$ cat config.mk
export PLATFORM = sky130hd
export DESIGN_NAME = sample_stream_pacer
export DESIGN_NICKNAME = d
export VERILOG_FILES = /design/src/rtl/sample_stream_pacer.sv
export SDC_FILE = /design/constraint.sdc
export NUM_CORES = 1
export LEC_CHECK = 0
export CAP_MARGIN = 20
export CORE_MARGIN = 3
export CORE_UTILIZATION = 40
export DETAILED_ROUTE_END_ITERATION = 12
export DONT_BUFFER_PORTS = 1
export MAX_ROUTING_LAYER = met4
export PLACE_DENSITY = 0.54
export REMOVE_ABC_BUFFERS = 1
export SLEW_MARGIN = 20
export SYNTH_ARGS = -nofsm -noshare
export SYNTH_HDL_FRONTEND = slang
export SYNTH_SLANG_ARGS = --single-unit
$ cat constraint.sdc
create_clock -name clk -period 4.83 [get_ports clk]
set_clock_uncertainty 0.1 [all_clocks]
set_input_delay 0.483 -clock clk [delete_from_list [all_inputs] [get_ports clk]]
set_output_delay 0.483 -clock clk [all_outputs]
set_load 0.005 [all_outputs]
$ cat src/rtl/sample_stream_pacer.sv
// Sample FIFO feeding the PWM modulator input register: releases one buffered sample
// every (divider+1) modulator pulses, with sticky underrun/overrun reporting.
module sample_stream_pacer #(
  parameter int               WIDTH        = 16,
  parameter int               DEPTH_LOG2   = 2,
  parameter int               DIV_BITS     = 6,
  parameter logic [WIDTH-1:0] RESET_SAMPLE = 'h2000
) (
  input  logic                  clk,
  input  logic                  reset,
  input  logic                  wr_en,
  input  logic [WIDTH-1:0]      wr_data,
  input  logic                  enable,
  input  logic [DIV_BITS-1:0]   divider,
  input  logic                  pulse_done,
  input  logic                  flush,
  input  logic                  clear_flags,
  output logic [WIDTH-1:0]      sample_out,
  output logic                  sample_update,
  output logic [DEPTH_LOG2:0]   fill_level,
  output logic                  full,
  output logic                  underrun,
  output logic                  overrun
);

  localparam int                DEPTH      = 1 << DEPTH_LOG2;
  localparam logic [DEPTH_LOG2:0] FULL_LEVEL = (DEPTH_LOG2+1)'(DEPTH);

  logic [WIDTH-1:0]      mem [DEPTH];
  logic [DEPTH_LOG2-1:0] rd_ptr;
  logic [DEPTH_LOG2-1:0] wr_ptr;
  logic [DIV_BITS-1:0]   cnt;

  logic empty;
  logic tick;
  logic pop;
  logic push;
  logic underrun_evt;
  logic overrun_evt;

  // Flush overrides everything in its cycle: no tick, no pop, no push and no flag events.
  assign full         = (fill_level == FULL_LEVEL);
  assign empty        = (fill_level == '0);
  assign tick         = enable && pulse_done && (cnt == '0) && !flush;
  assign pop          = tick && !empty;
  assign push         = wr_en && !flush && (!full || pop);
  assign underrun_evt = tick && empty;
  assign overrun_evt  = wr_en && !flush && full && !pop;

  // Storage needs no reset; fill_level alone decides which entries are valid.
  always_ff @(posedge clk) begin
    if (push) mem[wr_ptr] <= wr_data;
  end

  always_ff @(posedge clk) begin
    if (reset) begin
      cnt           <= '0;
      rd_ptr        <= '0;
      wr_ptr        <= '0;
      fill_level    <= '0;
      sample_out    <= RESET_SAMPLE;
      sample_update <= 1'b0;
      underrun      <= 1'b0;
      overrun       <= 1'b0;
    end else begin
      sample_update <= pop;
      if (pop) sample_out <= mem[rd_ptr];

      if (flush) begin
        cnt        <= '0;
        rd_ptr     <= '0;
        wr_ptr     <= '0;
        fill_level <= '0;
      end else begin
        if (enable && pulse_done) cnt <= (cnt == '0) ? divider : cnt - 1'b1;
        if (pop)  rd_ptr <= rd_ptr + 1'b1;
        if (push) wr_ptr <= wr_ptr + 1'b1;
        case ({push, pop})
          2'b10:   fill_level <= fill_level + 1'b1;
          2'b01:   fill_level <= fill_level - 1'b1;
          default: fill_level <= fill_level;
        endcase
      end

      // A new event in the same cycle as clear_flags keeps the flag set.
      if (underrun_evt)     underrun <= 1'b1;
      else if (clear_flags) underrun <= 1'b0;
      if (overrun_evt)      overrun  <= 1'b1;
      else if (clear_flags) overrun  <= 1'b0;
    end
  end

endmodule
## Word-level counts from Yosys, hierarchy flattened

Memory sizes are Yosys's and may differ from the RTL's. A register that Yosys moved wholly into a read port is not among the register bits.
Cells that the tools add are included.

| word-level totals | value |
|---|---|
| word-level logic and storage cells | 43 |
| input bits | 29 |
| memory bits (writable) | 64 |
| register bits after elaboration | 16 |
| memories | 1 |
| output and inout port bits | 23 |

| operators by class | value |
|---|---|
| multiplexer cells | 7 |
| reductions and logical operators | 20 |
| add/subtract/negate cells | 5 |
| eq/ne operators | 3 |

Memories:

| memory | words | width | read ports | clocked after memory_dff | wr ports | line | RTL |
|---|---|---|---|---|---|---|---|
| mem | 4 | 16 | 1 | 1 | 1 | 29 | `logic [WIDTH-1:0] mem [DEPTH];` |

Operators with widths:

| cell | number |
|---|---|
| 1-bit logical AND | 9 |
| 6-bit zero test | 1 |
| 6-bit 2-to-1 mux | 1 |
| 3-bit case mux with 2 select lines | 1 |
| 2-bit nonzero test | 3 |
| 6-bit by 1-bit subtractor with 6-bit output, second input constant | 1 |
| 1-bit 2-to-1 mux | 5 |
| 2-bit by 1-bit adder with 2-bit output, second input constant | 2 |
| 1-bit zero test | 4 |
| 3-bit by 1-bit adder with 3-bit output, second input constant | 1 |
| 3-bit equality test, second input constant | 1 |
| 3-bit zero test | 1 |
| 3-bit by 1-bit subtractor with 3-bit output, second input constant | 1 |
| 2-bit by 1-bit equality test with 1-bit output, second input constant | 1 |
| 2-bit equality test, second input constant | 1 |
| 2-bit OR reduction | 1 |
| 1-bit logical OR | 1 |

## Longest topological paths before layout

| depth | value |
|---|---|
| word-level depth | 8 |
| mapped depth | 11 |
| gate-level depth less buffers | 10 |

## Worst setup path before layout

Ideal clock, no wire load.

| path | value |
|---|---|
| path kind | flip-flop to flip-flop |
| start | reg cnt[5] |
| end | reg fill_level[2] |
| buffers on the path | 2 |
| clock period less this slack | 2.541 ns |
| arrival time | 2.312 ns |
| library setup time | 0.129 ns |
| data required time | 4.601 ns |
| cell stages (with the launch flop) | 11 |
| slack | 2.289 ns |
| cell sequence | dfxtp_1 > or3_1 > buf_2 > nor4_1 > buf_2 > nand2b_1 > fa_1 > nor3b_1 > o21ai_0 > o2bb2ai_1 > a211oi_1 |

| on the way | value |
|---|---|
| longest elaborated chain between the ends | 8 |
| elaborated cells between the ends (all ways) | 10 |
| classes of those cells | 2 x eq/ne; 1 x mux; 7 x reduce/logical |

Ends and longest elaborated chain:

| what | line | RTL |
|---|---|---|
| from (decl) | 32 | `logic [DIV_BITS-1:0] cnt;` |
| from (signal assigned) | 75 | `if (enable && pulse_done) cnt <= (cnt == '0) ? divider : cnt - 1'b1;` |
| 6-bit zero test * | 44 | `assign tick = enable && pulse_done && (cnt == '0) && !flush;` |
| 1-bit logical AND * (2 in series) | 44 |  |
| 1-bit logical AND * | 45 | `assign pop = tick && !empty;` |
| 1-bit logical OR | 46 | `assign push = wr_en && !flush && (!full \|\| pop);` |
| 1-bit logical AND | 46 |  |
| 2-bit by 1-bit equality test with 1-bit output or 2-bit equality test (tied branches) | 78 | `case ({push, pop})` |
| 3-bit case mux with 2 select lines or 2-bit nonzero test (tied branches) | n/a |  |
| to (signal assigned) | 79 | `2'b10: fill_level <= fill_level + 1'b1;` |
| to (signal assigned) | 80 | `2'b01: fill_level <= fill_level - 1'b1;` |
| to (signal assigned) | 81 | `default: fill_level <= fill_level;` |
| to (decl) | 20 | `output logic [DEPTH_LOG2:0] fill_level,` |

Every way passes the cells marked *; elsewhere a longest branch is shown, timed or not.
A chain may end at the register's enable or synchronous reset.

## Worst setup path after layout

| path | value |
|---|---|
| start | reg cnt[0] |
| end | reg fill_level[2] |

Same word-level chain as after synthesis.

==> out/metrics.yaml <==
hold_depth: 1
port_buffers: 0
grt_pass1_wl_mm: 12.3
ys.warnings.count: 0
grt_util_all_layers_pct: 15.0
post-route-cell-area_um2: 4170
cts.sinks: 96
cts_hold_buf: 0
reg2reg_to: "fill_level[2]"
wirelength_mm: 7.43
ctsResizeCount: 0
vias: 2217
final_hold_viol_count: 0
whs_ns: 0.0898
ys_seq_area_share_pct: 66.1
pwr_density_cell_nw_per_um2: 339
num-fill-cells: 863
hold_path_end: "sample_out[10]"
place_congestion: 0.857
rsz0062_at_grt: "false"
netlist_area_um2: 3880
core_area_um2: 9330
first_global_vias: 2328
timing.rr.start: "cnt[0]"
dieArea_um2: 10900
finalMaxSlewViolations: 0
p_total_uw: 1410
ys_ff_latch: 96
rr_worst_depth: 11
avgSynthCellArea_um2: 13.5
relSlewSlack_pct: 31.8
worstSetupEndpointType: "flop"
synth.distinct_cells: 38
first_iter_violations: 139
grt_max_degree: 21
hp-class: "input pin to flop"
cp_max_fo: 20
post-cts-setup-buffer-count: 0
routed_via_density: 5.29
fin_crit_ns: 2.83
detailed_place_hpwl_mm: 4.76
diodes: 0
drt_first_pass_iters: 4
cts_max_path_buffers: 2
grt_overflow: 0
finalSetupViolCount: 0
fp.dieH_um: 104
crit_required_ns: 4.95
tns_ns: 0
r2r_slack_ns: 2.00
worst_pin_slew_ns: 1.02
cap_violations: 0
avgRoutedWirePerCell_um: 17.7
max_clock_freq_mhz: 354
post-route-util_pct: 44.7
dieWidth_um: 104
final_nets: 321
antenna_found_initial: 0
insertion_delay_ns: 0.35
path_clk_slew_ns: 0.10
io_pins: 52
route.detailed.drc: 0
h-tree-depth: 3
p_leak_uw: 0.00128
initial_core_util_pct: 41.6
area_growth_pct: 7.52
ir_drop_uv: 156
hp-start: "reset"
start_kind: "flop"
cts_tree: "done"
root_buffer: "clkbuf_8"
cts_buffers: 9
ant_nets: 0
critical_path_arrival_ns: 2.95
critPathKind: "flop to flop"
period_share_pct: 58.5
outcome: "completed"
synthCells: 287
drive_gt1_share_pct: 11.7
placed_area_um2: 4000
row_count: 35
==> metal layers <==
metal  share of wire [%]  wire (um)  global-route usage, %  vias up
li1                    -          -                      -     1066
met1                  44       3260                   18.7     1081
met2                  48       3600                   23.2       67
met3                 7.2        536                   5.83        3
met4                0.51         38                   3.42        0
met5                   0          0                      -        -
==> synthesized netlist by cell type <==
cell | instances | area share (%)
buf_1 | 1 | 0.097
nand4b_1 | 1 | 0.23
and4b_1 | 1 | 0.26
clkbuf_1 | 8 | 0.77
xnor2_1 | 1 | 0.23
fa_1 | 1 | 0.52
o22ai_1 | 1 | 0.16
nor4_1 | 1 | 0.16
o211ai_1 | 2 | 0.39
nand3_1 | 2 | 0.26
a21boi_0 | 1 | 0.19
or2_2 | 1 | 0.16
a21oi_1 | 30 | 3.9
nor3b_1 | 3 | 0.58
inv_1 | 9 | 0.87
mux4_2 | 16 | 9.3
o32ai_1 | 1 | 0.23
nor2b_1 | 4 | 0.65
a211oi_1 | 3 | 0.58
nor2_1 | 6 | 0.58
nand3b_1 | 2 | 0.39
nor3_1 | 5 | 0.65
nand2b_1 | 5 | 0.81
xor2_1 | 1 | 0.23
nand2_1 | 41 | 4.0
or4_1 | 2 | 0.39
dfxtp_1 | 32 | 17
o21ai_0 | 12 | 1.5
and2_1 | 1 | 0.16
buf_2 | 6 | 0.77
a221oi_1 | 2 | 0.45
edfxtp_1 | 64 | 50
and3_1 | 7 | 1.1
a31oi_1 | 2 | 0.32
or3_1 | 3 | 0.48
o21ai_1 | 1 | 0.13
o2bb2ai_1 | 2 | 0.45
ha_1 | 6 | 1.9
==> area by class of cell <==
type | count | area, um2 | share of cell area (%)
timing repair buffer | 2 | 15.0 | 0.360
multi-input combinational | 167 | 1220 | 29.3
tap | 129 | 161 | 3.87
clock buffer | 11 | 131 | 3.15
sequential | 96 | 2560 | 61.5
clock inverter | 5 | 41.3 | 0.991
inverter | 9 | 33.8 | 0.811
==> how the worst max path moves through the flow <==
stage                      start       endpoint
final                     cnt[0]  fill_level[2]
after global routing      cnt[0]  fill_level[2]
after CTS                 cnt[0]  fill_level[2]
after detailed placement  cnt[0]  fill_level[2]
after global placement    cnt[2]  fill_level[2]
after floorplan           cnt[5]  fill_level[2]
==> logic make-up (layout without fill, tap and decap cells) <==
group | after synthesis | after routing | synth area share, %
DFF | 96 | 96 | 66.1
and+or+nand+nor | 85 | 85 | 10.8
AOI/OAI and AO/OA | 57 | 57 | 8.33
buffers and inverters | 24 | 27 | 2.52
muxes | 16 | 16 | 9.30
adders and majority gates | 7 | 7 | 2.45
xor gates and xnor gates | 2 | 2 | 0.452
==> cells in the final DEF, fill, tap and decap left out, types with 2 or more instances in the layout <==
master / n
dfxtp_1: 32
nor3b_1: 3
o21ai_0: 12
and3_1: 7
or4_1: 2
nor2b_1: 4
edfxtp_1: 64
clkbuf_8: 9
clkbuf_1: 2
o211ai_1: 2
ha_1: 6
nor2_1: 6
a211oi_1: 3
nand3b_1: 2
a21oi_1: 30
nor3_1: 5
buf_4: 2
a31oi_1: 2
a221oi_1: 2
inv_1: 9
nand2_1: 41
o2bb2ai_1: 2
nand3_1: 2
nand2b_1: 5
mux4_2: 16
or3_1: 3
==> per-stage QoR <==
step                std cells  setup slack, ns
floorplan                 272             1.13
global placement          403             2.18
detailed placement        403             2.03
CTS                       419             2.00
global route              419             1.69
finish                    419             2.00
==> worst max-delay path: stages, from the launching register on <==
cell       delay [ns]
dfxtp_1          0.35
inv_1            0.09
ha_1             0.21
nand4b_1         0.22
nor4_2           0.26
buf_4            0.31
nand2b_1         0.11
fa_1             0.39
nor3b_1          0.27
o21ai_0          0.14
o2bb2ai_1        0.17
a211oi_1         0.09
==> where the power goes <==
part / switching (uW) / total, uW / internal, uW
Sequential: 5.92 / 892 / 887
Clock: 273 / 466 / 193
Combinational: 32.5 / 54.3 / 21.8
==> registers in the layout, summed over array words and instances, names as in the netlist <==
signal,count
underrun,1
rd_ptr,2
wr_ptr,2
sample_update,1
cnt,6
mem,64
fill_level,3
overrun,1
sample_out,16
No activity file was read; power rests on OpenSTA's default activity.
